`config.mk`:
```
export PLATFORM = sky130hd
export DESIGN_NAME = ififo_bank
export DESIGN_NICKNAME = d
export VERILOG_FILES = /design/src/rtl/ififo_pkg.sv /design/src/rtl/ififo_lane.sv /design/src/rtl/ififo_bank.sv
export SDC_FILE = /design/constraint.sdc
export NUM_CORES = 1
export LEC_CHECK = 0
export BUFFER_PORTS_ARGS = -buffer_cell sky130_fd_sc_hd__buf_4
export CAP_MARGIN = 5
export CORE_ASPECT_RATIO = 0.7
export CORE_MARGIN = 5
export CORE_UTILIZATION = 61
export DETAILED_ROUTE_END_ITERATION = 16
export GPL_ROUTABILITY_DRIVEN = 0
export PLACE_DENSITY = 0.8
export SLEW_MARGIN = 20
export SYNTH_ARGS = -nofsm -noshare
export SYNTH_HDL_FRONTEND = slang
export SYNTH_SLANG_ARGS = --single-unit
export TNS_END_PERCENT = 1
```
`constraint.sdc`:
```
create_clock -name clk -period 3.5 [get_ports clk]
set_clock_uncertainty 0.1 [all_clocks]
set_input_delay 0.175 -clock clk [delete_from_list [all_inputs] [get_ports clk]]
set_output_delay 0.175 -clock clk [all_outputs]
set_load 0.01 [all_outputs]
```
`src/rtl/ififo_pkg.sv`:
```
// ififo_pkg -- shared constants for the ififo bank.
//   DEF_BW / DEF_DEPTH / DEF_CH : default lane word width, lane depth, lane count
//   DEF_CNT_W                   : lane count width for the default depth
//   cnt_width()                 : lane count width for an arbitrary depth; one
//                                 extra bit so that a count of DEPTH fits
package ififo_pkg;

  localparam int DEF_BW    = 4;
  localparam int DEF_DEPTH = 8;
  localparam int DEF_CH    = 8;
  localparam int DEF_CNT_W = $clog2(DEF_DEPTH) + 1;

  function automatic int cnt_width(input int depth);
    return $clog2(depth) + 1;
  endfunction

endpackage

```
`src/rtl/ififo_lane.sv`:
```
// ififo_lane -- storage, write pointer and occupancy count of one bank lane.
// Ports:
//   clk, reset_n      clock, asynchronous active-low reset
//   wr_en, data_in    write request and word for this lane
//   pop               row pop accepted by the bank this cycle
//   rd_ptr            shared read pointer owned by the bank
//   rd_word           word currently at rd_ptr (combinational read)
//   count             words held, 0..DEPTH
//   full, almost_full count == DEPTH, count >= AF_LVL
//   wr_drop           write requested while the lane is full
module ififo_lane
  import ififo_pkg::*;
#(
  parameter int BW     = DEF_BW,
  parameter int DEPTH  = DEF_DEPTH,
  parameter int AF_LVL = DEF_DEPTH - 1,
  localparam int AW    = $clog2(DEPTH),
  localparam int CW    = cnt_width(DEPTH)
) (
  input  logic          clk,
  input  logic          reset_n,
  input  logic          wr_en,
  input  logic [BW-1:0] data_in,
  input  logic          pop,
  input  logic [AW-1:0] rd_ptr,
  output logic [BW-1:0] rd_word,
  output logic [CW-1:0] count,
  output logic          full,
  output logic          almost_full,
  output logic          wr_drop
);

  localparam logic [CW-1:0] FULL_CNT = CW'(DEPTH);
  localparam logic [CW-1:0] AF_CNT   = CW'(AF_LVL);

  logic [BW-1:0] r_mem [DEPTH];
  logic [AW-1:0] r_wr_ptr;
  logic [CW-1:0] r_count;
  logic          w_wr_acc;

  // Acceptance looks only at the count at the start of the cycle, so a pop
  // in the same cycle never frees room for a write to a full lane.
  assign w_wr_acc = wr_en & (r_count != FULL_CNT);

  // Storage is not reset; the cleared count makes old contents unreachable.
  always_ff @(posedge clk) begin
    if (w_wr_acc) begin
      r_mem[r_wr_ptr] <= data_in;
    end
  end

  always_ff @(posedge clk or negedge reset_n) begin
    if (!reset_n) begin
      r_wr_ptr <= '0;
      r_count  <= '0;
    end else begin
      if (w_wr_acc) begin
        r_wr_ptr <= r_wr_ptr + AW'(1);
      end
      // The bank only pops when every lane is non-empty, so no underflow.
      case ({w_wr_acc, pop})
        2'b10:   r_count <= r_count + CW'(1);
        2'b01:   r_count <= r_count - CW'(1);
        default: r_count <= r_count;
      endcase
    end
  end

  assign rd_word     = r_mem[rd_ptr];
  assign count       = r_count;
  assign full        = (r_count == FULL_CNT);
  assign almost_full = (r_count >= AF_CNT);
  assign wr_drop     = wr_en & full;

endmodule

```
`src/rtl/ififo_bank.sv`:
```
// ififo_bank -- CH independent write lanes popped together as one row.
// Ports:
//   clk, reset_n  clock, asynchronous active-low reset
//   wr_en         per-lane write request, data_in lane i at [i*BW +: BW]
//   rd_en         row pop request, honoured only while rd_ready
//   data_out      registered popped row, holds between pops
//   rd_valid      one-cycle pulse: data_out was updated on this edge
//   rd_ready      every lane non-empty
//   full          some lane holds DEPTH words
//   almost_full   some lane count >= AF_LVL
//   empty         every lane holds zero words
//   overflow      sticky: a write to a full lane was dropped
module ififo_bank
  import ififo_pkg::*;
#(
  parameter int BW     = DEF_BW,
  parameter int DEPTH  = DEF_DEPTH,
  parameter int CH     = DEF_CH,
  parameter int AF_LVL = DEPTH - 1
) (
  input  logic             clk,
  input  logic             reset_n,
  input  logic [CH-1:0]    wr_en,
  input  logic [CH*BW-1:0] data_in,
  input  logic             rd_en,
  output logic [CH*BW-1:0] data_out,
  output logic             rd_valid,
  output logic             rd_ready,
  output logic             full,
  output logic             almost_full,
  output logic             empty,
  output logic             overflow
);

  localparam int AW = $clog2(DEPTH);
  localparam int CW = cnt_width(DEPTH);

  logic [CH-1:0]    w_full;
  logic [CH-1:0]    w_af;
  logic [CH-1:0]    w_nonempty;
  logic [CH-1:0]    w_drop;
  logic [CH*BW-1:0] w_row;
  logic             w_pop;

  logic [AW-1:0]    r_rd_ptr;
  logic [CH*BW-1:0] r_data_out;
  logic             r_rd_valid;
  logic             r_overflow;

  genvar gi;
  generate
    for (gi = 0; gi < CH; gi++) begin : g_lane
      logic [CW-1:0] w_count;

      ififo_lane #(
        .BW     (BW),
        .DEPTH  (DEPTH),
        .AF_LVL (AF_LVL)
      ) u_lane (
        .clk         (clk),
        .reset_n     (reset_n),
        .wr_en       (wr_en[gi]),
        .data_in     (data_in[gi*BW +: BW]),
        .pop         (w_pop),
        .rd_ptr      (r_rd_ptr),
        .rd_word     (w_row[gi*BW +: BW]),
        .count       (w_count),
        .full        (w_full[gi]),
        .almost_full (w_af[gi]),
        .wr_drop     (w_drop[gi])
      );

      assign w_nonempty[gi] = |w_count;
    end
  endgenerate

  // Flags come straight from the current counts, so a write is visible in
  // rd_ready only after its edge (no fall-through).
  assign rd_ready    = &w_nonempty;
  assign empty       = ~|w_nonempty;
  assign full        = |w_full;
  assign almost_full = |w_af;
  assign w_pop       = rd_en & rd_ready;

  always_ff @(posedge clk or negedge reset_n) begin
    if (!reset_n) begin
      r_rd_ptr   <= '0;
      r_data_out <= '0;
      r_rd_valid <= 1'b0;
      r_overflow <= 1'b0;
    end else begin
      r_rd_valid <= w_pop;
      if (w_pop) begin
        r_data_out <= w_row;
        r_rd_ptr   <= r_rd_ptr + AW'(1);
      end
      if (|w_drop) begin
        r_overflow <= 1'b1;
      end
    end
  end

  assign data_out = r_data_out;
  assign rd_valid = r_rd_valid;
  assign overflow = r_overflow;

endmodule

```
==> results of run 1 <==
## through the flow
stage / utilization, % / power, mW / hold WS (ns) / instances / setup slack (ns)
after floorplan: - / 10.16 / -0.2206 / 882 / 0.7233
after global placement: 66.22 / 11.56 / 0.2112 / 1260 / 0.7102
after detailed placement: 66.22 / 11.72 / 0.2149 / 1260 / 0.6155
after CTS: 72.50 / 15.34 / 0.01060 / 1358 / 0.5771
after global routing: 72.50 / 16.16 / 0.03439 / 1358 / 0.1938
final: 72.50 / 15.20 / 0.02767 / 1358 / 0.4838
## where the power goes
group	total [mW]	internal [mW]	switching, mW
Combinational	5.23	2.74	2.49
Sequential	6.45	5.51	0.944
Clock	3.52	2.09	1.43
## state kept, by name (all words and copies together), names as in the netlist
| signal | flops |
|---|---|
| data_out | 32 |
| g_lane.u_lane.count | 32 |
| g_lane.u_lane.r_mem | 256 |
| g_lane.u_lane.r_wr_ptr | 24 |
| overflow | 1 |
| r_rd_ptr | 3 |
| rd_valid | 1 |
## path summary, 6_finish.rpt
check,slack [ns],to,depth (start not counted),from
setup / recovery,0.48,g_lane[5].u_lane.count[3],10,g_lane[6].u_lane.count[0]
hold / removal,0.03,g_lane[1].u_lane.r_wr_ptr[1],4,wr_en[1]
setup reg to reg,0.48,g_lane[5].u_lane.count[3],10,g_lane[6].u_lane.count[0]
hold reg to reg,0.39,data_out[7],1,data_out[7]
max in group asynchronous,2.41,r_rd_ptr[2],3,reset_n
min in group asynchronous,0.16,data_out[5],2,reset_n
## worst reg2reg max path: stages, from the launching register on
cell	delay, ns
dfrtp_1	0.44
nor4_1	0.66
nor4_2	0.15
nand3_2	0.12
inv_2	0.12
ha_1	0.29
ha_1	0.28
a21o_1	0.18
a21oi_1	0.20
mux2i_1	0.25
xnor2_1	0.14
## area by class of cell
cell class,instances,share of cell area (%)
Clock buffer,43,5.251
Inverter,33,0.7209
Timing Repair Buffer,128,6.481
Clock inverter,14,1.027
Tap cell,318,2.316
Multi-Input combinational cell,473,25.88
Sequential cell,349,58.32
## layer usage
metal / GRT usage (%) / share of wire, % / vias to the layer above
li1: - / - / 3600
met1: 31.69 / 46 / 3907
met5: 0 / 0 / -
met2: 30.35 / 46 / 204
met3: 2.976 / 5.9 / 40
met4: 4.187 / 2.0 / 0
## cells in the mapped netlist (all sizes together) (2+ instances only)
| cell type | instances | area [um^2] |
|---|---|---|
| nor4b | 8 | 70.07 |
| dfrtp | 93 | 2327 |
| mux2i | 14 | 140.1 |
| fa | 8 | 160.2 |
| mux2 | 65 | 732.0 |
| clkbuf | 13 | 48.80 |
| buf | 14 | 103.9 |
| nor2 | 60 | 225.2 |
| mux4 | 64 | 1441 |
| nand3 | 10 | 55.05 |
| nor4 | 16 | 112.6 |
| ha | 33 | 412.9 |
| nand4 | 6 | 37.54 |
| nand2b | 22 | 137.6 |
| xor2 | 8 | 70.07 |
| edfxtp | 256 | 7687 |
| a21oi | 9 | 45.04 |
| o21ai | 10 | 50.05 |
| clkinv | 2 | 7.510 |
| nor2b | 8 | 50.05 |
| nand2 | 72 | 270.3 |
| nor3 | 20 | 100.1 |
| a21o | 8 | 60.06 |
| inv | 31 | 116.4 |
| xnor2 | 28 | 245.2 |
## what timing repair did
| action | CTS | global route |
|---|---|---|
| setup buffers | 0 | 0 |
| hold buffers | 41 | 0 |
| hold endpoints to repair | 320 | 0 |
## kinds of logic (layout without fill, tap and decap cells)
family,after synthesis,count (layout)
AND/OR/NAND/NOR,223,223
adder cells (fa/ha/maj),41,41
AO/OA/AOI/OAI,30,30
XOR/XNOR,36,36
flip-flops,349,349
buffers and inverters,60,218
multiplexers,143,143
==> impl_metrics.py, run 1 <==
metrics = {
    "run_status": {
        "status": "finished clean",
    },
    "clock_tree": {
        "clockBufferDepth": 3,
        "clk_latency_ns": 0.55,
        "cts-buffers-inserted": 31,
        "root_buffer": "clkbuf_16",
        "cts_tree": "built",
        "cts_resized": 0,
        "path_clk_slew_ns": 0.07,
        "cts_max_level": 1,
        "clock_sinks": 349,
    },
    "floorplan": {
        "start_util_pct": 62.19,
        "pin_count": 81,
        "die_y_um": 140.0,
        "chipWidth_um": 195.8,
        "core_area_um2": 23700,
        "core.rowCount": 47,
        "die_area_um2": 27420,
    },
    "synthesis": {
        "synthCells": 882,
        "syn_nets": 966,
        "yosys_register_bits": 349,
        "synth_top_family_by_area": "multiplexers",
        "synthFlopType": "edfxtp_1",
        "synth_edf_count": 256,
        "yosys.area_share.simple_pct": 7.225,
        "syn-cell-area_um2": 14740,
        "yosysWarnings": 0,
        "synth_adder_area_share_pct": 3.888,
        "async_flop_share_pct": 26.65,
        "synth-xor-area-share_pct": 2.139,
        "synthMuxAreaShare_pct": 15.70,
        "ys_seq_area_share_pct": 67.95,
        "avgSynthCellArea_um2": 16.71,
        "synth_compound_area_share_pct": 1.223,
        "ys_types": 35,
    },
    "timing": {
        "fmax_mhz": 331.5,
        "period_minus_slack_ns": 3.016,
        "max-slew-margin-rel_pct": 34.94,
        "drv_slew": 0,
        "fin_tns_setup_ns": 0,
        "period_share_pct": 86.18,
        "tightest_slew_ns": 0.9759,
        "rsz0062_at_grt": "false",
        "hold_viol": 0,
        "setup_viol": 0,
    },
    "critical_path": {
        "critPathBufInv": 1,
        "critPathMaxFanout": 9,
        "startpoint_type": "register",
        "crit_top_cell": "ha_1",
        "crit_required_ns": 3.86,
        "path_delay_family": "simple AND/OR/NAND/NOR gates",
        "critPathCaptureType": "register",
        "slowest_stage": "nor4_1",
        "cp_cell_sequence": "nor4_1, nor4_2, nand3_2, inv_2, ha_1, ha_1, a21o_1, a21oi_1, mux2i_1, xnor2_1",
        "worstPathArrival_ns": 3.38,
        "critPathKind": "reg -> reg",
        "max_stage_delay_ns": 0.66,
    },
    "drt": {
        "ant_nets": 0,
        "drt_iter0_drc": 447,
        "vias": 7751,
        "via_per_inst": 5.708,
        "drc": 0,
        "first_pass_iters": 5,
        "wirelength_um": 27040,
        "post_drt_wl_per_cell_um": 19.91,
    },
    "finish": {
        "area_growth_pct": 16.58,
        "drive_above_1_share_pct": 23.56,
        "final_cell_mix": "edfxtp_1, dfrtp_1, buf_4, nand2_1, mux4_2",
        "num_antenna_cells": 0,
        "nFillCells": 1437,
        "fin_area_um2": 17180,
        "regArea_um2": 10020,
        "nets": 1100,
        "multi_input_area_um2": 4447,
        "layout_commonest_cell": "edfxtp_1",
    },
    "pwr": {
        "p_leak_nw": 6.381,
        "powerDensity_nw_per_um2": 884.7,
        "ir_worst_vdd_v": 0.0005303,
    },
    "placement": {
        "placed_area_um2": 15690,
        "port_buffers": 80,
        "hpwlAfterDp_um": 17950,
    },
    "global_route": {
        "grt_max_degree": 56,
        "grt-ovfl-total": 0,
        "grt_pass1_wl_um": 43580,
        "grt_usage_pct": 20.03,
        "antenna_found_initial": 0,
        "grt_pass1_vias": 7829,
    },
    "hold_path": {
        "hold_class": "in -> reg",
    },
    "flow_run": {
        "maxCapViolCount": 0,
    },
}
No activity file was read; power rests on OpenSTA's default activity.
==> run 2, diff against run 1 <==
--- a/config.mk
+++ b/config.mk
@@ -5,14 +5,15 @@
 export SDC_FILE = /design/constraint.sdc
 export NUM_CORES = 1
 export LEC_CHECK = 0
+export ABC_AREA = 1
 export BUFFER_PORTS_ARGS = -buffer_cell sky130_fd_sc_hd__buf_4
 export CAP_MARGIN = 5
 export CORE_ASPECT_RATIO = 0.7
 export CORE_MARGIN = 5
-export CORE_UTILIZATION = 61
+export CORE_UTILIZATION = 49
 export DETAILED_ROUTE_END_ITERATION = 16
 export GPL_ROUTABILITY_DRIVEN = 0
-export PLACE_DENSITY = 0.8
+export PLACE_DENSITY = 0.66
 export SLEW_MARGIN = 20
 export SYNTH_ARGS = -nofsm -noshare
 export SYNTH_HDL_FRONTEND = slang
==> constraint.sdc (replaced) <==
create_clock -name clk -period 3.5 [get_ports clk]
set_clock_uncertainty 0.1 [all_clocks]
set_input_delay 0.175 -clock clk [delete_from_list [all_inputs] [get_ports clk]]
set_output_delay 0.175 -clock clk [all_outputs]
set_load 0.005 [all_outputs]
==> run 2 against run 1 <==
Net effect:
- worst setup slack improved by 0.27 ns
- first-iteration DRC count up 99%
- cell count grew 54%
- sequential share of layout area down 3.0 points
- synthesized cell count is 73% higher
- maximum frequency up 9.9%
- worst hold slack lost 0.020 ns
- via count increased by 38%
==> impl_metrics.py, run 2 <==
metrics = {
    "critical_path": {
        "slowest_stage": "dfrtp_1",
        "crit_top_cell": "nand2_1",
        "worstPathArrival_ns": 3.11,
        "crit_required_ns": 3.86,
        "cp_cell_sequence": "nor2_1, nand2_1, nand2_1, nor2_4, nand2_2, nor2_8, ha_1, ha_1, o21ai_0, xor2_1, nand2_1, nand2_1",
        "critPathCaptureType": "register",
        "reg2reg_depth": 12,
        "startpoint_type": "register",
        "max_stage_delay_ns": 0.43,
        "critPathKind": "reg -> reg",
        "critPathMaxFanout": 25,
    },
    "floorplan": {
        "pin_count": 81,
        "chipWidth_um": 223.1,
        "die_y_um": 159.2,
        "start_util_pct": 49.81,
        "die_area_um2": 35520,
        "core_area_um2": 31280,
        "core.rowCount": 54,
    },
    "placement": {
        "port_buffers": 80,
        "dp_cells": 1988,
        "placed_area_um2": 16550,
        "hpwlAfterDp_um": 22110,
    },
    "synthesis": {
        "synth_adder_area_share_pct": 3.678,
        "ys_types": 34,
        "avgSynthCellArea_um2": 10.18,
        "syn_nets": 1614,
        "yosysWarnings": 0,
        "synthMuxAreaShare_pct": 0,
        "synth_top_family_by_area": "simple AND/OR/NAND/NOR gates",
        "yosys.area_share.simple_pct": 19.41,
        "synth_edf_count": 256,
        "async_flop_share_pct": 26.65,
        "synthCells": 1530,
        "synthFlopType": "edfxtp_1",
        "synthTopCellsByArea": "edfxtp_1, dfrtp_1, nand2_1",
        "ys_seq_area_share_pct": 64.27,
        "synth_top_area_share_pct": 49.33,
        "yosys_register_bits": 349,
        "synth_compound_area_share_pct": 5.974,
        "yosysTopAreaCell": "edfxtp_1",
        "synth_common_cells": "nand2_1, edfxtp_1, nor2_1, inv_1, o21ai_0",
        "synth_most_common_cell": "nand2_1",
        "synth-xor-area-share_pct": 2.304,
        "syn-cell-area_um2": 15580,
    },
    "pwr": {
        "ir_worst_vdd_v": 0.0005602,
        "p_leak_nw": 7.723,
        "powerDensity_nw_per_um2": 861.5,
    },
    "drt": {
        "vias": 10658,
        "ant_nets": 0,
        "drt_iter0_drc": 889,
        "wirelength_um": 33940,
        "post_drt_wl_per_cell_um": 16.22,
        "via_per_inst": 5.092,
        "first_pass_iters": 5,
        "drc": 0,
    },
    "clock_tree": {
        "cts_resized": 0,
        "clockBufferDepth": 3,
        "clk_latency_ns": 0.53,
        "path_clk_slew_ns": 0.06,
        "post_cts_buffers": 0,
        "cts-buffers-inserted": 35,
        "hold_buffers": 42,
        "clock_sinks": 349,
        "cts_tree": "built",
        "cts_max_level": 2,
        "root_buffer": "clkbuf_16",
    },
    "finish": {
        "regMostFlops": "g_lane.u_lane.r_mem",
        "largest_reg_flops": 256,
        "area_growth_pct": 16.14,
        "fin_area_um2": 18100,
        "final_cell_mix": "nand2_1, edfxtp_1, nor2_1, inv_1, o21ai_0",
        "fin_cells": 2093,
        "nets": 1731,
        "layout_commonest_cell": "nand2_1",
        "num_antenna_cells": 0,
        "post-route-util_pct": 57.85,
        "drive_above_1_share_pct": 9.743,
    },
    "timing": {
        "fmax_mhz": 364.5,
        "hold_viol": 0,
        "period_share_pct": 78.38,
        "drv_slew": 0,
        "setup_viol": 0,
        "fin_tns_setup_ns": 0,
        "period_minus_slack_ns": 2.743,
        "max-slew-margin-rel_pct": 42.08,
        "rsz0062_at_grt": "false",
        "tightest_slew_ns": 0.8688,
    },
    "hold_path": {
        "hold_class": "in -> reg",
        "min_delay_path_depth": 4,
    },
    "global_route": {
        "grt_pass1_wl_um": 55430,
        "grt_max_degree": 171,
        "grt_usage_pct": 19.15,
        "grt_pass1_vias": 10462,
        "antenna_found_initial": 0,
        "grt-ovfl-total": 0,
    },
    "run_status": {
        "status": "finished clean",
    },
    "flow_run": {
        "maxCapViolCount": 0,
    },
}
-- run 2: changes by cell type in the layout (fill, tap and decap cells not counted), sizes merged, moves of 15 or more --
cell and delta:
nor3 -20, xor2 +17, inv +78, mux4 -64, o211ai +40, mux2 -65
nor2 +125, nand2b -22, nor4 -15, o21ai +101, nand2 +485
-- run 2: through the flow --
step / total power [mW] / hold WS (ns) / setup slack [ns]
after floorplan: 10.18 / -0.2206 / 1.242
after global placement: 11.79 / 0.2471 / 0.9064
after detailed placement: 11.97 / 0.2497 / 0.7904
after CTS: 15.73 / 0.004747 / 0.7641
after global routing: 16.82 / 0.02808 / 0.5401
final: 15.59 / 0.007940 / 0.7567
-- run 2: final cells by class --
| class | instances | area, um^2 |
|---|---|---|
| repair buffers | 134 | 1136 |
| flip-flops and latches | 349 | 10020 |
| fillers | 2612 | 13190 |
| clock inverters | 14 | 112.6 |
| multi-input cells | 1019 | 4887 |
| inverters | 108 | 407.9 |
| well taps | 420 | 525.5 |
| clock buffers | 49 | 1010 |
-- run 2: logic make-up after synthesis --
logic type,Yosys count
simple gates,774
fa+ha+maj,41
xor+xnor,41
buf+inv,162
flops,349
compound gates,163
-- run 2: power by group --
part           total (mW)  internal [mW]  switching, mW  leakage (nW)
clock network        3.68           2.10           1.58         0.553
registers            6.03           5.46          0.577          3.46
logic                5.88           2.11           3.77          3.71
total                15.6           9.67           5.92          7.72
-- run 2: metal layers --
| layer | vias up | GRT usage, % | wire (um) |
|---|---|---|---|
| met5 | - | 0 | 0 |
| met4 | 0 | 4.982 | 710 |
| met3 | 51 | 3.502 | 1855 |
| met2 | 259 | 29.09 | 14980 |
| met1 | 5084 | 28.71 | 16390 |
| li1 | 5264 | - | - |
-- run 2: final timing paths --
kind | start | endpoint | slack [ns]
worst max-delay path | g_lane[4].u_lane.count[1] | g_lane[7].u_lane.count[3] | 0.76
worst min-delay path | wr_en[2] | g_lane[2].u_lane.r_wr_ptr[0] | 0.008
worst max register to register | g_lane[4].u_lane.count[1] | g_lane[7].u_lane.count[3] | 0.76
worst min register to register | data_out[13] | data_out[13] | 0.38
max in group asynchronous | reset_n | g_lane[5].u_lane.count[1] | 2.26
min in group asynchronous | reset_n | g_lane[6].u_lane.r_wr_ptr[0] | 0.22
-- run 2: worst max-delay path: cells and delay by family (launching register included) --
family / cells / cell delay [ns]
adder cells (fa/ha/maj): 2 / 0.61
AND/OR/NAND/NOR: 8 / 1.12
flip-flops: 1 / 0.43
XOR/XNOR: 1 / 0.19
AO/OA/AOI/OAI: 1 / 0.23
==> run 3, diff against run 2 <==
--- a/config.mk
+++ b/config.mk
@@ -5,7 +5,7 @@
 export SDC_FILE = /design/constraint.sdc
 export NUM_CORES = 1
 export LEC_CHECK = 0
-export ABC_AREA = 1
+export ABC_AREA = 0
 export BUFFER_PORTS_ARGS = -buffer_cell sky130_fd_sc_hd__buf_4
 export CAP_MARGIN = 5
 export CORE_ASPECT_RATIO = 0.7
@@ -13,7 +13,7 @@
 export CORE_UTILIZATION = 49
 export DETAILED_ROUTE_END_ITERATION = 16
 export GPL_ROUTABILITY_DRIVEN = 0
-export PLACE_DENSITY = 0.66
+export PLACE_DENSITY = 0.69
 export SLEW_MARGIN = 20
 export SYNTH_ARGS = -nofsm -noshare
 export SYNTH_HDL_FRONTEND = slang
==> constraint.sdc (replaced) <==
create_clock -name clk -period 2.4 [get_ports clk]
set_clock_uncertainty 0.1 [all_clocks]
set_input_delay 0.12 -clock clk [delete_from_list [all_inputs] [get_ports clk]]
set_output_delay 0.12 -clock clk [all_outputs]
set_load 0.005 [all_outputs]
==> run 3 against run 2 <==
Net effect:
- the flow now finishes with violations (negative setup slack)
- routed wire length down 13%
- critical path depth unchanged
- final area up 3.7%
- die area down 5.1%
- sequential power up 49%
- maximum frequency up 6.3%
- via count down 23%
- worst setup slack worse by 0.94 ns
- largest power group is now combinational logic
==> impl_metrics.py, run 3 (synthesized netlist as in run 1, its figures left out) <==
metrics = {
    "hold_path": {
        "min_from": "wr_en[6]",
        "min_delay_path_depth": 5,
        "hold_end": "g_lane[6].u_lane.r_wr_ptr[1]",
        "hold_class": "in -> reg",
    },
    "placement": {
        "hpwlAfterDp_um": 19800,
        "preCtsSetupSlack_ns": -0.2421,
        "port_buffers": 80,
        "dp_cells": 1430,
    },
    "finish": {
        "num_antenna_cells": 0,
        "largest_reg_flops": 256,
        "nets": 1219,
        "area_growth_pct": 27.36,
        "fin_cells": 1545,
        "nFillCells": 2137,
        "regMostFlops": "g_lane.u_lane.r_mem",
        "drive_above_1_share_pct": 36.55,
        "final_cell_mix": "edfxtp_1, buf_4, dfrtp_1, nand2_1, mux4_2",
        "layout_commonest_cell": "edfxtp_1",
    },
    "floorplan": {
        "start_util_pct": 49.39,
        "chipWidth_um": 217.3,
        "pin_count": 81,
        "die_y_um": 155.1,
        "die_area_um2": 33700,
        "core.rowCount": 53,
        "core_area_um2": 29840,
    },
    "pwr": {
        "ir_worst_vdd_v": 0.0007065,
        "p_leak_nw": 7.061,
        "powerDensity_nw_per_um2": 1328,
    },
    "timing": {
        "fmax_mhz": 387.3,
        "setup_ws_ns": -0.1818,
        "max-slew-margin-rel_pct": 34.72,
        "period_share_pct": 107.6,
        "tightest_slew_ns": 0.9760,
        "rsz0062_at_grt": "true",
        "hold_viol": 0,
        "fin_tns_setup_ns": -1.087,
        "period_minus_slack_ns": 2.582,
        "setup_viol": 12,
        "drv_slew": 0,
    },
    "clock_tree": {
        "cts-buffers-inserted": 34,
        "root_buffer": "clkbuf_16",
        "path_clk_slew_ns": 0.06,
        "cts_tree": "built",
        "clk_latency_ns": 0.50,
        "clock_sinks": 349,
        "cts_max_level": 2,
        "clockBufferDepth": 3,
    },
    "global_route": {
        "antenna_found_initial": 0,
        "grt_pass1_vias": 8779,
        "grt_usage_pct": 17.94,
        "grt-ovfl-total": 0,
        "grt_max_degree": 57,
        "grt_pass1_wl_um": 47800,
    },
    "critical_path": {
        "reg2reg_depth": 12,
        "worstPathArrival_ns": 2.89,
        "slowest_stage": "dfrtp_1",
        "crit_required_ns": 2.71,
        "reg2reg_from": "g_lane[1].u_lane.count[2]",
        "crit_top_cell": "buf_4",
        "worstReg2RegEnd": "g_lane[1].u_lane.count[3]",
        "max_stage_delay_ns": 0.41,
        "startpoint_type": "register",
        "critPathMaxFanout": 4,
        "r2r_slack_ns": -0.18,
        "critPathCaptureType": "register",
        "critPathKind": "reg -> reg",
        "cp_cell_sequence": "buf_4, nor4b_4, buf_4, nor2b_1, buf_4, inv_2, ha_4, ha_4, a21o_1, a21oi_2, mux2i_1, xnor2_1",
    },
    "run_status": {
        "violations": "negative setup slack",
        "status": "complete, but fails checks",
    },
    "drt": {
        "wirelength_um": 29590,
        "drc": 0,
        "via_per_inst": 5.307,
        "post_drt_wl_per_cell_um": 19.15,
        "vias": 8200,
        "ant_nets": 0,
        "first_pass_iters": 4,
        "drt_iter0_drc": 498,
    },
    "flow_run": {
        "maxCapViolCount": 0,
    },
}
## run 3: cell types whose count changed in the layout (fill, tap and decap cells not counted), moves of 17 or more
cell / previous run / this run
o21ai_0: 96 / 4
nand2_1: 556 / 72
nand2b_1: 0 / 22
xor2_1: 25 / 8
o211ai_1: 40 / 0
mux2_2: 0 / 37
mux4_2: 0 / 64
inv_1: 106 / 25
nor2_1: 181 / 57
buf_4: 90 / 191
mux2_1: 0 / 28
## run 3: report_power, final
group | internal [mW] | total [mW] | switching [mW] | leakage (nW)
combinational | 5.64 | 10.4 | 4.75 | 3.08
sequential | 8.04 | 9.01 | 0.967 | 3.42
clock | 3.40 | 5.54 | 2.14 | 0.564
## run 3: area by class of cell
class / count / area (um^2) / share of cell area (%)
Clock inverter: 12 / 211.5 / 1.127
Multi-Input combinational cell: 473 / 4928 / 26.26
Tap cell: 385 / 481.7 / 2.566
Inverter: 33 / 138.9 / 0.7399
Sequential cell: 349 / 10020 / 53.41
Clock buffer: 49 / 948.4 / 5.053
Timing Repair Buffer: 244 / 2037 / 10.85
## run 3: critical path: cells and delay by family, from the launching register on
kind	cells	cell delay, ns
adder cells (fa/ha/maj)	2	0.35
multiplexers	1	0.23
buffers and inverters	4	0.60
AO/OA/AOI/OAI	2	0.33
XOR/XNOR	1	0.13
flip-flops	1	0.41
AND/OR/NAND/NOR	2	0.34
## run 3: how the worst max path moves through the flow
stage,from,end,slack (ns),cells past startpoint
2_1_floorplan,g_lane[3].u_lane.count[1],g_lane[4].u_lane.count[3],-0.09,11
3_3_place_gp,g_lane[1].u_lane.count[1],g_lane[1].u_lane.count[3],-0.23,11
3_5_place_dp,g_lane[1].u_lane.count[1],g_lane[1].u_lane.count[3],-0.24,11
4_1_cts,g_lane[1].u_lane.count[3],g_lane[3].u_lane.count[3],-0.15,12
5_1_grt,g_lane[5].u_lane.count[3],g_lane[5].u_lane.count[3],-0.29,12
6_report,g_lane[1].u_lane.count[2],g_lane[1].u_lane.count[3],-0.18,12
## run 3: per-layer routing
metal  vias up  share of wire [%]  GRT usage [%]  wire (um)
li1       3849                  -              -          -
met1      4157                 48          27.51      14220
met2       145                 46          27.60      13590
met3        49                4.4          3.112       1302
met4         0                1.6          3.549        478
met5         -                  0              0          0
## run 3: timing repair
action,in CTS,in global routing
pin swaps,12,17
setup endpoints to repair,28,79
gates resized for setup,33,28
hold buffers,37,0
buffers inserted,12,7
hold endpoints to repair,352,0
## run 3: stage by stage
step                      total power, mW  hold slack, ns  cell area [um^2]  util, %
final                               24.93         0.04325             18770    62.90
after global routing                26.51         0.07133             18770    62.90
after CTS                           24.81         0.03431             18590    62.29
after detailed placement            18.63        -0.05326             16790    56.28
after global placement              18.38        -0.05744             16790    56.28
after floorplan                     15.11         -0.2756             14990        -
